<file path="config.mk">
export PLATFORM = sky130hd
export DESIGN_NAME = i2c_init_sequencer
export DESIGN_NICKNAME = d
export VERILOG_FILES = /design/src/rtl/i2c_init_sequencer_pkg.sv /design/src/rtl/i2c_init_sequencer_timer.sv /design/src/rtl/i2c_init_sequencer.sv
export SDC_FILE = /design/constraint.sdc
export NUM_CORES = 1
export LEC_CHECK = 0
export ABC_AREA = 0
export ABC_CLOCK_PERIOD_IN_PS = 4700
export BUFFER_PORTS_ARGS = -buffer_cell sky130_fd_sc_hd__buf_2
export CAP_MARGIN = 20
export CORE_ASPECT_RATIO = 1.1
export CORE_UTILIZATION = 25
export DETAILED_ROUTE_END_ITERATION = 8
export SLEW_MARGIN = 25
export SYNTH_ARGS = -nofsm -noshare
export SYNTH_HDL_FRONTEND = slang
export SYNTH_SLANG_ARGS = --single-unit
export TNS_END_PERCENT = 5
</file>
<file path="constraint.sdc">
create_clock -name clk -period 4.7 [get_ports clk]
set_input_delay 1.41 -clock clk [delete_from_list [all_inputs] [get_ports clk]]
set_output_delay 1.41 -clock clk [all_outputs]
set_load 0.02 [all_outputs]
</file>
<file path="src/rtl/i2c_init_sequencer_pkg.sv">
// Shared types for the I2C init sequencer, the byte master and the board table ROM.
package i2c_init_sequencer_pkg;

    typedef enum logic [3:0] {
        S_IDLE,
        S_FETCH,
        S_DECODE,
        S_ISSUE,
        S_WAIT,
        S_GAP,
        S_DELAY,
        S_NEXT,
        S_DONE,
        S_ERROR
    } state_t;

    localparam logic [7:0] OP_DELAY = 8'hFE;
    localparam logic [7:0] OP_END   = 8'hFF;

    typedef struct packed {
        logic [7:0] op_dev;
        logic [7:0] reg_addr;
        logic [7:0] data;
    } entry_t;

    function automatic logic is_write(input logic [7:0] op);
        return !op[7];
    endfunction

endpackage

</file>
<file path="src/rtl/i2c_init_sequencer_timer.sv">
// Loadable down-counter with a zero flag; paces both programmed delays and retry gaps.
module i2c_init_sequencer_timer #(
    parameter int unsigned W = 16
) (
    input  logic         clk,
    input  logic         rst,
    input  logic         load,
    input  logic [W-1:0] load_val,
    output logic         zero
);

    logic [W-1:0] cnt;

    always_ff @(posedge clk) begin
        if (rst) begin
            cnt <= '0;
        end else if (load) begin
            cnt <= load_val;
        end else if (cnt != '0) begin
            cnt <= cnt - 1'b1;
        end
    end

    assign zero = (cnt == '0);

endmodule

</file>
<file path="src/rtl/i2c_init_sequencer.sv">
// Walks the external register-write table through the I2C byte master after reset.
// state | meaning: IDLE wait start | FETCH rom read | DECODE branch on op | ISSUE cmd_valid
//   | WAIT xfer result | GAP retry pause | DELAY programmed wait | NEXT advance | DONE/ERROR set flag
module i2c_init_sequencer
    import i2c_init_sequencer_pkg::*;
#(
    parameter int unsigned N_ENTRIES   = 64,
    parameter int unsigned MAX_RETRY   = 3,
    parameter int unsigned DELAY_TICKS = 50000,
    parameter int unsigned RETRY_GAP   = 500,
    localparam int unsigned IW = $clog2(N_ENTRIES)
) (
    input  logic          clk,
    input  logic          rst,
    input  logic          start,
    output logic [IW-1:0] tbl_addr,
    input  logic [23:0]   tbl_data,
    output logic          cmd_valid,
    input  logic          cmd_ready,
    output logic [6:0]    cmd_dev,
    output logic [7:0]    cmd_reg,
    output logic [7:0]    cmd_data,
    input  logic          xfer_done,
    input  logic          xfer_nack,
    output logic          busy,
    output logic          init_done,
    output logic          init_err,
    output logic [IW-1:0] err_index
);

    // Timer is sized for the longest of a 255-unit delay and the retry gap.
    localparam int unsigned DELAY_MAX = 255 * DELAY_TICKS;
    localparam int unsigned TIMER_MAX = (DELAY_MAX > RETRY_GAP) ? DELAY_MAX : RETRY_GAP;
    localparam int unsigned TW        = $clog2(TIMER_MAX + 1);
    localparam int unsigned RW        = (MAX_RETRY > 0) ? $clog2(MAX_RETRY + 1) : 1;
    localparam logic [IW-1:0] LAST_IDX = IW'(N_ENTRIES - 1);

    state_t          state, state_nxt;
    entry_t          entry;
    logic [RW-1:0]   retry;
    logic            can_retry;
    logic            timer_load;
    logic [TW-1:0]   timer_val;
    logic            timer_zero;

    assign entry     = entry_t'(tbl_data);
    assign can_retry = (32'(retry) < MAX_RETRY);

    always_ff @(posedge clk) begin
        if (rst) begin
            state <= S_IDLE;
        end else begin
            state <= state_nxt;
        end
    end

    always_comb begin
        state_nxt = state;
        case (state)
            S_IDLE:   if (start) state_nxt = S_FETCH;
            S_FETCH:  state_nxt = S_DECODE;
            S_DECODE: begin
                if (is_write(entry.op_dev)) begin
                    state_nxt = S_ISSUE;
                end else if (entry.op_dev == OP_END) begin
                    state_nxt = S_DONE;
                end else if (entry.op_dev == OP_DELAY) begin
                    state_nxt = (entry.data == '0) ? S_NEXT : S_DELAY;
                end else begin
                    state_nxt = S_NEXT;
                end
            end
            S_ISSUE:  if (cmd_ready) state_nxt = S_WAIT;
            S_WAIT: begin
                if (xfer_done) begin
                    if (!xfer_nack)     state_nxt = S_NEXT;
                    else if (can_retry) state_nxt = S_GAP;
                    else                state_nxt = S_ERROR;
                end
            end
            S_GAP:    if (timer_zero) state_nxt = S_ISSUE;
            S_DELAY:  if (timer_zero) state_nxt = S_NEXT;
            S_NEXT:   state_nxt = (tbl_addr == LAST_IDX) ? S_DONE : S_FETCH;
            S_DONE:   state_nxt = S_IDLE;
            S_ERROR:  state_nxt = S_IDLE;
            default:  state_nxt = S_IDLE;
        endcase
    end

    always_comb begin
        cmd_valid  = (state == S_ISSUE);
        busy       = (state != S_IDLE);
        timer_load = 1'b0;
        timer_val  = '0;
        if (state == S_DECODE && entry.op_dev == OP_DELAY) begin
            timer_load = 1'b1;
            timer_val  = TW'(entry.data) * TW'(DELAY_TICKS);
        end else if (state == S_WAIT && xfer_done && xfer_nack && can_retry) begin
            timer_load = 1'b1;
            timer_val  = TW'(RETRY_GAP);
        end
    end

    always_ff @(posedge clk) begin
        if (rst) begin
            tbl_addr  <= '0;
            cmd_dev   <= '0;
            cmd_reg   <= '0;
            cmd_data  <= '0;
            init_done <= 1'b0;
            init_err  <= 1'b0;
            err_index <= '0;
            retry     <= '0;
        end else begin
            case (state)
                S_IDLE: begin
                    if (start) begin
                        tbl_addr  <= '0;
                        init_done <= 1'b0;
                        init_err  <= 1'b0;
                        err_index <= '0;
                        retry     <= '0;
                    end
                end
                S_DECODE: begin
                    if (is_write(entry.op_dev)) begin
                        cmd_dev  <= entry.op_dev[6:0];
                        cmd_reg  <= entry.reg_addr;
                        cmd_data <= entry.data;
                    end
                end
                S_WAIT: begin
                    if (xfer_done) begin
                        if (!xfer_nack)     retry     <= '0;
                        else if (can_retry) retry     <= retry + 1'b1;
                        else                err_index <= tbl_addr;
                    end
                end
                S_NEXT:  if (tbl_addr != LAST_IDX) tbl_addr <= tbl_addr + 1'b1;
                S_DONE:  init_done <= 1'b1;
                S_ERROR: init_err  <= 1'b1;
                default: ;
            endcase
        end
    end

    i2c_init_sequencer_timer #(
        .W(TW)
    ) u_timer (
        .clk      (clk),
        .rst      (rst),
        .load     (timer_load),
        .load_val (timer_val),
        .zero     (timer_zero)
    );

endmodule
</file>
### Yosys cells after proc, flatten, opt, wreduce, memory -nomap -nowiden

Index checks and enable logic that the tools add are counted.

| storage, ports and cells | value |
|---|---|
| bits in registers | 67 |
| logic and storage cells | 93 |

| operators by class | value |
|---|---|
| add/subtract/negate cells | 3 |
| $mul | 1 |
| $lt $le $gt $ge | 1 |
| eq/ne operators | 22 |
| mux-type cells | 34 |
| bitwise gates (word level) | 1 |
| reductions and logical operators | 21 |

Operators with widths:

| kind | count |
|---|---|
| 24-bit two-way mux | 3 |
| 4-bit two-way mux | 10 |
| 4-bit one-hot mux with 8 select lines | 1 |
| 6-bit two-way mux | 5 |
| 24-bit zero test | 1 |
| 6-bit one-hot mux with 2 select lines | 2 |
| 24-bit nonzero test | 1 |
| 24-bit by 1-bit subtractor with 24-bit output, second input constant | 1 |
| 8-bit by 12-bit multiplier with 20-bit output, second input constant | 1 |
| 4-bit by 3-bit == test with 1-bit output, second input constant | 4 |
| 8-bit == test, second input constant | 2 |
| 2-bit != test, second input constant | 7 |
| 5-bit AND reduction | 2 |
| 2-bit nonzero test | 5 |
| 9-bit two-way mux | 1 |
| 4-bit by 2-bit == test with 1-bit output, second input constant | 2 |
| 4-bit == test, second input constant | 2 |
| 8-bit zero test | 1 |
| 2-bit two-way mux | 4 |
| 6-bit by 1-bit adder with 6-bit output, second input constant | 1 |
| 6-bit == test, second input constant | 1 |
| 6-bit != test, second input constant | 1 |
| 2-bit AND reduction | 3 |
| 1-bit two-way mux | 5 |
| other kinds (13) | 17 |

### Depth between registers and ports, before layout

Gate-level depths: netlist of the first run.

| depth | value |
|---|---|
| depth after elaboration | 7 |
| mapped depth | 12 |

### Modules after synthesis

From an unflattened synthesis of the first run, not the netlist that was laid out.

| second synthesis, totals | value |
|---|---|
| cells, all modules | 576 |
| area total of the unflattened synthesis | 4824.6 µm² |

By module, submodules not included:

| module | instances | cells each | area each (µm²) | seq. area each (µm²) |
|---|---|---|---|---|
| i2c_init_sequencer | 1 | 415 | 3514.6 | 860.8 |
| i2c_init_sequencer_timer | 1 | 161 | 1310.0 | 480.5 |

### Worst setup path before layout of the first run

No wires, ideal clock.

| path | value |
|---|---|
| kind | input to register |
| start point | input port tbl_data[6] |
| end point | register u_timer.cnt[22] |
| setup time | 125 ps |
| data arrival time | 4495 ps |
| required time | 4575 ps |
| path slack | 80 ps |
| stages | 11 |
| buffers on the path | 0 |
| path through | inv_1 > ha_1 > ha_1 > fa_1 > fa_1 > ha_1 > a21o_1 > or4_1 > o21ai_0 > o41a_1 > nand3_1 |

| between the ends | value |
|---|---|
| longest elaborated chain between the ends | 3 |

RTL lines:

| element | RTL line | text |
|---|---|---|
| start, declared | i2c_init_sequencer.sv:17 | `input logic [23:0] tbl_data,` |
| 8-bit by 12-bit multiplier with 20-bit output | i2c_init_sequencer.sv:97 | `timer_val = TW'(entry.data) * TW'(DELAY_TICKS);` |
| 24-bit two-way mux | i2c_init_sequencer.sv:95 | `if (state == S_DECODE && entry.op_dev == OP_DELAY) begin` |
| 24-bit two-way mux | i2c_init_sequencer_timer.sv:17 | `end else if (load) begin` |
| end signal, assigned | i2c_init_sequencer_timer.sv:18 | `cnt <= load_val;` |
| end signal, assigned | i2c_init_sequencer_timer.sv:20 | `cnt <= cnt - 1'b1;` |
| end, declared | i2c_init_sequencer_timer.sv:12 | `logic [W-1:0] cnt;` |

No other way between the ends.
A chain may end at the register's enable or synchronous reset.

### Worst setup path after layout of the first run

| path | value |
|---|---|
| start point | input port tbl_data[2] |
| end point | register u_timer.cnt[16] |

Same word-level chain as after synthesis.

==> results of run 1 <==
## critical path, stage by stage
cell and delay, ps:
buf_2 140, ha_1 330, ha_1 290, inv_1 50, fa_1 500, inv_1 50, fa_1 470, ha_1 330
a21o_1 200, a22o_1 200, o41ai_1 320, buf_4 190, nand3_1 80, a31oi_1 160
## path summary, 6_finish.rpt
kind	start	to	slack (ps)
max	tbl_data[2]	u_timer.cnt[16]$_SDFFE_PP0P_	230
min reg2reg	err_index[0]$_SDFFE_PP0P_	err_index[0]$_SDFFE_PP0P_	450
min	err_index[0]$_SDFFE_PP0P_	err_index[0]$_SDFFE_PP0P_	450
max reg2reg	state[2]$_SDFFE_PP0P_	u_timer.cnt[21]$_SDFFE_PP0P_	2010
## power groups by stage
stage	Combinational, mW	Sequential, mW	Clock, mW
finish	1.53	0.847	0.739
global route	1.72	0.868	0.773
CTS	1.52	0.843	0.753
detailed placement	1.51	0.855	0
global placement	1.50	0.849	0
floorplan	1.17	0.797	0
## layout make-up
cell class | count | area (um2) | share of cell area (%)
Clock inverter | 6 | 88.8 | 1.48
Multi-Input combinational cell | 466 | 3370 | 55.9
Timing Repair Buffer | 100 | 581 | 9.64
Clock buffer | 10 | 239 | 3.97
Inverter | 25 | 93.8 | 1.56
Sequential cell | 67 | 1340 | 22.3
Tap cell | 247 | 309 | 5.13
## kinds of logic after synthesis
| kind of cell | after synthesis | synth area share [%] |
|---|---|---|
| AO/OA/AOI/OAI | 137 | 18.5 |
| XOR/XNOR | 22 | 3.93 |
| adder cells (fa/ha/maj) | 72 | 20.2 |
| buffers and inverters | 52 | 4.09 |
| flip-flops | 67 | 27.4 |
| multiplexers | 9 | 1.84 |
| AND/OR/NAND/NOR | 226 | 24.0 |
## stage by stage
step / std cells / hold WS (ps) / area (um2) / power, mW
floorplan: 585 / 436 / 4900 / 1.96
global placement: 905 / 440 / 5680 / 2.35
detailed placement: 905 / 443 / 5680 / 2.36
CTS: 921 / 451 / 6010 / 3.12
global route: 921 / 469 / 6020 / 3.36
finish: 921 / 450 / 6020 / 3.11
## metal layers
layer	global-route usage [%]	vias to the layer above	wire length [um]	share of wire [%]
met5	0	-	0	0
met4	4.78	0	240	1.9
met3	2.62	16	439	3.4
met2	21.9	87	6120	47
met1	17.0	2176	6140	47
li1	-	2327	-	-
## cells in the mapped netlist, types with 8 or more instances
| master | count | area share [%] |
|---|---|---|
| o21ai_0 | 16 | 1.6 |
| nand2b_1 | 8 | 1.0 |
| ha_1 | 60 | 15 |
| nor2_1 | 34 | 2.6 |
| or3_1 | 12 | 1.5 |
| nand4_1 | 11 | 1.4 |
| and3_1 | 8 | 1.0 |
| inv_1 | 25 | 1.9 |
| xnor2_1 | 13 | 2.3 |
| nor4_1 | 13 | 1.7 |
| nor3_1 | 12 | 1.2 |
| a21oi_1 | 52 | 5.3 |
| xor2_1 | 9 | 1.6 |
| nand2_1 | 77 | 5.9 |
| clkbuf_1 | 22 | 1.7 |
| dfxtp_1 | 67 | 27 |
| fa_1 | 12 | 4.9 |
| mux2i_1 | 9 | 1.8 |
| nand3_1 | 22 | 2.2 |
==> results.md, run 1 <==
* Outcome: complete, no violations
* Final setup viols at 0
* Final Net Count at just under 800
* Most common cell after layout, fill and taps aside: nand2_1
* Yosys warnings at 0
* Global-route wire length before repair at 21500 um
* Hold-fix buffers, CTS at 0
* Hold WC Path Type: reg -> reg
* PortBufs at slightly below 70
* Gate power share at 49.1%
* Most frequent cells in the layout: nand2_1, buf_2, dfxtp_1
* Cts bufs inserted at 9
* Net Sw Frac at a little over 40%
* Via Count at between 4000 and 5000
* Crit Path Category: in -> reg
* Syn Inst Count at 585
* Top FF cell, synth: dfxtp_1
* DR iter-0 viols at 196
* Pre-antenna DRT Iters at 6
* Dpl hpwl at 9930 um
* Fin Setup TNS at 0 ps
* Yosys cell types at 62
* DP Worst Slack at -125 ps
* Die width at 135 um
* Number of remaining DRC errors at 0
* CTS tree: yes
* Sequential-to-total area share from yosys stat at 27.4%
* CP startpoint kind: primary input
* Period utilisation layout at a little over nine tenths
* Sinks on the clock net at 67
* Count of pins over their slew limit at 0
* Syn Std Cell Area at ~4900 um2
* Flops & latches, synth at 67
* Syn avg cell area at about 8.4 um2
* CTS Root Cell: clkbuf_16
* Hold depth at 2
* Wire per inst at 14.0 um
* Starting Density at between 20% and 30%
* Final GP Congestion at between 0.8 and 0.9
* Gr usage total at between 10% and 20%
* Die height at 149 um
* Critical Path Sink Type: register
* Worst-Skew Late Latency at about 330 ps
* Site Rows at 53
* RSZ-0062 raised after global routing: no
* Clock share of power at approximately a quarter
* Max Cap Violations at 0
* Seq pwr share at about 27%
* DIE AREA at a little over 20000 um2
* Tmin final at ~4500 ps
* Vias in the first global route at between 4000 and 5000
* Final Hold Fails at 0
* CP arrival at around 4700 ps
* Setup Buffers After CTS at 0
* CORE AREA at roughly 19000 um2
* Maximum fanout along the worst path at 5
* CP required at between 4000 and 5000 ps
* Peak supply drop at 0.237 mV
* Antenna violations before repair at 0
* Clock-pin slew on the worst setup and hold paths at about 60 ps
* DR vias/cell at 5.00
* Slew headroom at roughly two fifths
* Sw Pwr at approximately 1.3 mW
* Grt ovf at 0
* Peak Freq at 0.224 GHz
* Depth of the CTS H-tree at 3
* P&R area growth vs syn at 22.9%
* I/O pin cnt at 69
* Worst-Margin Slew at ~900 ps
* Largest net degree at the start of global routing at 35
* Routed WL at between 10000 and 15000 um
* Clk_skew at about 5.2 ps
* Syn Nets at 687
* Clock tree buffer depth at 2
* Power per cell area at just over 500 nW/um2
* Core Util, Final at a little under a third
* Number of flip-flops in the largest register at 24
* Int Power at 1.82 mW
* Diodes inserted at 0
* Number of flops mapped to enable cells by yosys at 0
* Worst r2r path cells at 7
* Fillcell total at between 2000 and 2500
* LEAKAGE at 2.58 nW
* Final setup margin at approximately 230 ps
* Post-synth ARST share at 0%
* Layout cells sized above 1 at between 10% and 20%
* DRT antenna net count at 0
* Post-CTS sizing at 0
(Power assumes the default switching activity.)
==> run 2: changes to the inputs <==
Settings changed: SYNTH_HIERARCHICAL from default to 1.
==> run 2 against run 1 <==
Effect of this change: total power rose by 0.10%; worst setup slack lost 71 ps; sequential power decreased by 3.2%; register-to-register slack got worse by 120 ps; maximum frequency fell by 1.6%; critical path depth unchanged; cell count increased by 1.4%; hold slack worse by 1.1 ps; first-iteration DRC count up 4.1%; non-clock buffer count is 21 higher.
==> results.md, run 2 <==
* Hold WC Path Type: reg -> reg
* Final setup viols at 0 (unchanged)
* Max Cap Violations at 0 (unchanged)
* Top FF cell, synth: dfxtp_1
* Starting Density at 25.8% (+0.28 points)
* Power, Total at 3.11 mW (+0.10%)
* Gr usage total at 12.9% (-0.40 points)
* Final Net Count at 789 (+2.3%)
* Flops & latches, synth at 67 (unchanged)
* Final Hold Fails at 0 (unchanged)
* Power per cell area at 506 nW/um2 (-2.1%)
* Yosys cell types at 67 (+8.1%)
* Share of the synthesized area in the top cell type at 27.8% (+0.41 points)
* PortBufs at 68 (unchanged)
* Sinks on the clock net at 67 (unchanged)
* CP arrival at 4740 ps (about the same)
* Design area at 6150 um2 (+2.2%)
* DR vias/cell at 4.72 (-5.7%)
* LEAKAGE at 2.75 nW (+6.5%)
* Site Rows at 52 (-1.9%)
* Layout cells sized above 1 at 22.7% (+3.4 points)
* Via Count at 4407 (-4.3%)
* Most frequent cells in the layout: nand2_1, dfxtp_1, buf_2
* Syn Std Cell Area at 4820 um2 (-1.5%)
* Cell type with the highest aggregate area in the netlist: dfxtp_1
* Worst path max stage delay at 530 ps (+30 ps)
* Dpl hpwl at 9610 um (-3.3%)
* Peak Freq at 0.220 GHz (-1.6%)
* Largest net degree at the start of global routing at 40 (+14%)
* CTS tree: yes
* Clock tree buffer depth at 2 (unchanged)
* CORE AREA at 18700 um2 (-2.6%)
* I/O pin cnt at 69 (unchanged)
* Antenna violations before repair at 0 (unchanged)
* Period utilisation layout at 96.6% (+1.5 points)
* Worst-Margin Slew at 963 ps (+67.6 ps)
* Count of pins over their slew limit at 0 (unchanged)
* CP required at 4900 ps (-60 ps)
* Yosys warnings at 6 (+6)
* Sequential-to-total area share from yosys stat at 27.8% (+0.41 points)
* Setup Buffers After CTS at 0 (unchanged)
* Cts bufs inserted at 9 (unchanged)
* Wire per inst at 13.1 um (-6.7%)
* Peak supply drop at 0.274 mV (+15%)
* DRT antenna net count at 0 (unchanged)
* Diodes inserted at 0 (unchanged)
* Critical Path Sink Type: register
* Number of flip-flops in the largest register at 24 (unchanged)
* Routed WL at 12200 um (-5.4%)
* Post-synth ARST share at 0% (unchanged)
* Global-route wire length before repair at 20700 um (-3.8%)
* Synth cell count leaders: nand2_1, dfxtp_1, ha_1, a21oi_1, nor2_1
* Crit Path Category: in -> reg
* Synth top area cells: dfxtp_1, ha_1, nand2_1
* Number of flops mapped to enable cells by yosys at 0 (unchanged)
* Maximum fanout along the worst path at 4 (-1)
* Worst-Skew Late Latency at 330 ps (about the same)
* Pre-antenna DRT Iters at 4 (-2)
* Final setup margin at 158 ps (-70.8 ps)
* Most common cell after layout, fill and taps aside: nand2_1
* Vias in the first global route at 4329 (-1.1%)
* Grt ovf at 0 (unchanged)
* CTS Root Cell: clkbuf_16
* Outcome: complete, no violations
* P&R area growth vs syn at 27.5%
* Most numerous cell in the Yosys netlist: nand2_1
* Die height at 148 um (-0.73%)
* Syn avg cell area at 8.38 um2 (about the same)
* Clk_skew at 5.91 ps (+0.744 ps)
* DIE AREA at 19900 um2 (-1.5%)
* DP Area at 5780 um2 (+1.7%)
* Die width at 134 um (-0.73%)
* Slowest cell on the critical path: fa_1
* Tmin final at 4540 ps (+70.8 ps)
* Number of remaining DRC errors at 0 (unchanged)
* Slew headroom at 35.7% (-4.6 points)
* CP Cell Sequence: clkbuf_4 > ha_1 > fa_1 > fa_1 > ha_4 > ha_4 > a21o_1 > a221o_1 > a221o_1 > a21oi_2 > xor2_1 > nor2_1 > nand2_1 > o21ai_0
* Syn Inst Count at 576 (-1.5%)
* CP startpoint kind: primary input
* Depth of the CTS H-tree at 3 (unchanged)
* RSZ-0062 raised after global routing: no
* Clock-pin slew on the worst setup and hold paths at 50 ps (about the same)
* DR iter-0 viols at 204 (+4.1%)
* DP Worst Slack at -277 ps (-152 ps)
* Final GP Congestion at 0.824 (-2.2%)
* Core Util, Final at 32.9% (+1.5 points)
run 2: repair_timing:
item,CTS,global route
resized for setup,0,4
setup endpoints to repair,0,4
hold buffers,0,0
run 2: final timing paths:
| path | from | endpoint | slack (ps) | cells after the start |
|---|---|---|---|---|
| max | tbl_data[4] | u_timer/cnt[20]$_SDFFE_PP0P_ | 160 | 14 |
| min | cmd_dev[0]$_SDFFE_PP0P_ | cmd_dev[0]$_SDFFE_PP0P_ | 450 | 2 |
| max reg2reg | u_timer/cnt[4]$_SDFFE_PP0P_ | state[2]$_SDFFE_PP0P_ | 1890 | 9 |
| min reg2reg | cmd_dev[0]$_SDFFE_PP0P_ | cmd_dev[0]$_SDFFE_PP0P_ | 450 | 2 |
run 2: layout make-up:
class                      instances  area, um2
sequential                        67       1340
multi-input combinational        468       3370
tap                              243        304
clock buffer                      12        256
inverter                          19       71.3
timing repair buffer             121        741
clock inverter                     4       72.6
fill                            1964      12500
run 2: metal layers:
layer / vias to the layer above / GRT usage [%] / part of all wire, %
met5: - / 0 / 0
met4: 0 / 4.78 / 2.1
met3: 16 / 2.19 / 4.0
met2: 87 / 21.9 / 48
met1: 2053 / 16.2 / 46
li1: 2251 / - / -
run 2: logic make-up after synthesis:
kind of cell | Yosys count | share of synthesized area, %
AND/OR/NAND/NOR | 227 | 23.3
AO/OA/AOI/OAI | 127 | 17.1
adder cells (fa/ha/maj) | 73 | 20.8
flip-flops | 67 | 27.8
buffers and inverters | 43 | 3.99
XOR/XNOR | 36 | 6.54
multiplexers | 2 | 0.415
other | 1 | 0.0777
run 2: critical path, delay by kind of cell:
family / cells / cell delay, ps
fa+ha+maj: 5 / 1820
buf+inv: 1 / 150
simple gates: 2 / 120
compound gates: 5 / 1060
xor+xnor: 1 / 150
run 2: metrics by stage:
stage          std cells  TNS, ps  hold WS, ps
3_3_place_gp         918    -1090          439
6_report             934        0          449
2_1_floorplan        578        0          454
5_1_grt              934        0          472
4_1_cts              934        0          451
3_5_place_dp         918    -1260          443
run 2: where the power goes:
part | switching (mW) | internal [mW]
Combinational | 0.843 | 0.718
Clock | 0.242 | 0.492
Sequential | 0.138 | 0.682
==> run 3: changes to the inputs <==
Settings changed: CORE_UTILIZATION 25 to 46, PLACE_DENSITY from default to 0.69.
==> run 3 against run 2 <==
Effect of this change: sequential cell count unchanged; global-route usage increased by 10 points; via count rose by 1.3%; wire length shrank 1.9%; hold slack gained 7.3 ps; combinational power hardly changed; critical path depth rose by 2; final area decreased by 4.6%; cell count is 12% lower; critical endpoint unchanged; largest power group unchanged.
==> results.md, run 3 (synthesis gave the netlist of run 2 again) <==
* Pre-antenna DRT Iters at 4 (unchanged)
* M1 GR Usage at 30.1% (+14 points)
* Maximum fanout along the worst path at 3 (-1)
* Final GP Congestion at 0.947 (+15%)
* Die height at 109 um (-26%)
* Crit Path Category: in -> reg
* Max Cap Violations at 0 (unchanged)
* CP Cell Sequence: buf_2 > buf_4 > inv_1 > ha_1 > ha_1 > fa_1 > ha_1 > ha_1 > and3_1 > a221o_1 > a221o_1 > a21oi_2 > xor2_1 > nor2_1 > nand2_1 > o21ai_0
* Die width at 99.6 um (-26%)
* Busiest grt layer: met2
* Worst r2r path cells at 9 (unchanged)
* LEAKAGE at 2.66 nW (-3.2%)
* Worst-Margin Slew at 923 ps (-39.6 ps)
* I/O pin cnt at 69 (unchanged)
* Peak Freq at 0.220 GHz (about the same)
* Hold depth at 2 (unchanged)
* Wire per inst at 14.5 um (+11%)
* Fillcell total at 911 (-54%)
* Core Util, Final at 58.5% (+26 points)
* Diodes inserted at 0 (unchanged)
* WHS at 456 ps (+7.30 ps)
* DIE AREA at 10900 um2 (-45%)
* CTS tree: yes
* Layout cells sized above 1 at 22.2% (-0.53 points)
* Hold Crit Start: cmd_reg[6]$_SDFFE_PP0P_
* Final setup margin at 160 ps (+2.78 ps)
* Hold-fix buffers, CTS at 0 (unchanged)
* CP required at 4930 ps (+30 ps)
* Sinks on the clock net at 67 (unchanged)
* Slew headroom at 38.4% (+2.6 points)
* Worst r2r src: u_timer/cnt[4]$_SDFFE_PP0P_
* Peak supply drop at 0.289 mV (+5.6%)
* Critical Path Sink Type: register
* CORE AREA at 10000 um2 (-46%)
* Most frequent cells in the layout: nand2_1, buf_2, dfxtp_1
* CP arrival at 4770 ps (+30 ps)
* Clock-pin slew on the worst setup and hold paths at 70 ps (+20 ps)
* CP startpoint kind: primary input
* Clk_skew at 13.3 ps (+7.41 ps)
* Largest net degree at the start of global routing at 26 (-35%)
* Grt ovf at 0 (unchanged)
* Met3 Usage GRT at 3.24% (+1.0 points)
* Worst-Skew Late Latency at 360 ps (+30 ps)
* Grt met2 use at 39.9% (+18 points)
* Number of flip-flops in the largest register at 24 (unchanged)
* Register-to-register path setup slack at 1510 ps (-380 ps)
* Power per cell area at 496 nW/um2 (-2.0%)
* Cts bufs inserted at 9 (unchanged)
* CTS Root Cell: clkbuf_8
* Gr usage total at 23.3% (+10 points)
* Hold path endpoint: cmd_reg[6]$_SDFFE_PP0P_
* Slowest cell on the critical path: fa_1
* CP startpoint: tbl_data[2]
* DRT antenna net count at 0 (unchanged)
* Antenna violations before repair at 0 (unchanged)
* Period utilisation layout at 96.6% (about the same)
* Dpl hpwl at 9440 um (-1.8%)
* Final Net Count at 783 (-0.76%)
* Via Count at 4466 (+1.3%)
* Worst path max stage delay at 480 ps (-50 ps)
* Non-Filler Instances at 825 (-12%)
* PortBufs at 68 (unchanged)
* Count of pins over their slew limit at 0 (unchanged)
* # placed instances at 808 (-12%)
* Vias in the first global route at 4341 (+0.28%)
* Final setup viols at 0 (unchanged)
* Site Rows at 38 (-27%)
* DP Worst Slack at -284 ps (-6.79 ps)
* Tmin final at 4540 ps (-2.78 ps)
* Area occupied by multi-input gates at 3370 um2 (unchanged)
* Global-route wire length before repair at 20200 um (-2.4%)
* Worst reg2reg path endpoint: state[2]$_SDFFE_PP0P_
* Register area at 1340 um2 (unchanged)
* P&R area growth vs syn at 21.7%
* DR vias/cell at 5.41 (+15%)
* Routed WL at 12000 um (-1.9%)
* Final Hold Fails at 0 (unchanged)
* Most common cell after layout, fill and taps aside: nand2_1
* Hold WC Path Type: reg -> reg
* Outcome: complete, no violations
* Number of remaining DRC errors at 0 (unchanged)
* Starting Density at 48.1% (+22 points)
* DR iter-0 viols at 225 (+10%)
* Clock tree buffer depth at 2 (unchanged)
* Critical path's most frequent cell: ha_1
* Depth of the CTS H-tree at 3 (unchanged)
==> run 3: what timing repair did <==
item	CTS	global route
endpoints found under the setup margin	0	2
gates resized for setup	0	3
endpoints found under the hold margin	0	0
buffers inserted	0	1
==> run 3: final cells by class <==
cell class / count / share of cell area, %
Multi-Input combinational cell: 468 / 57.3
Inverter: 19 / 1.22
Clock buffer: 10 / 2.34
Clock inverter: 6 / 1.24
Sequential cell: 67 / 22.9
Tap cell: 140 / 2.98
Timing Repair Buffer: 115 / 12.0
==> run 3: worst max-delay path: cells and delay by family <==
| family | cells | cell delay [ps] |
|---|---|---|
| fa+ha+maj | 5 | 1730 |
| compound gates | 4 | 890 |
| simple gates | 3 | 310 |
| buf+inv | 3 | 280 |
| xor+xnor | 1 | 150 |
==> run 3: power by group <==
| group | switching [mW] | internal [mW] |
|---|---|---|
| Sequential | 0.135 | 0.681 |
| Combinational | 0.857 | 0.724 |
| Clock | 0.249 | 0.265 |
==> run 3: stage by stage <==
stage                     setup TNS, ps  cell area [um2]  power, mW
after floorplan                       0             4860       1.95
after global placement             -737             5610       2.32
after detailed placement          -1130             5610       2.36
after CTS                             0             5820       2.89
after global routing              -8.56             5870       3.15
final                                 0             5870       2.91
==> run 3: metal layers <==
| layer | vias up | part of all wire [%] | wire, um |
|---|---|---|---|
| met5 | - | 0 | 0 |
| met4 | 0 | 1.1 | 133 |
| met3 | 10 | 4.1 | 493 |
| met2 | 115 | 49 | 5840 |
| met1 | 2100 | 46 | 5530 |
| li1 | 2241 | - | - |
==> run 3: worst max-delay path by stage <==
stage | endpoint | slack, ps | depth (start not counted)
3_3_place_gp | u_timer/cnt[20]$_SDFFE_PP0P_ | -230 | 14
4_1_cts | u_timer/cnt[20]$_SDFFE_PP0P_ | 90 | 14
3_5_place_dp | u_timer/cnt[20]$_SDFFE_PP0P_ | -280 | 14
6_report | u_timer/cnt[20]$_SDFFE_PP0P_ | 160 | 16
5_1_grt | u_timer/cnt[20]$_SDFFE_PP0P_ | -9 | 16
2_1_floorplan | u_timer/cnt[20]$_SDFFE_PP0P_ | 0.8 | 15
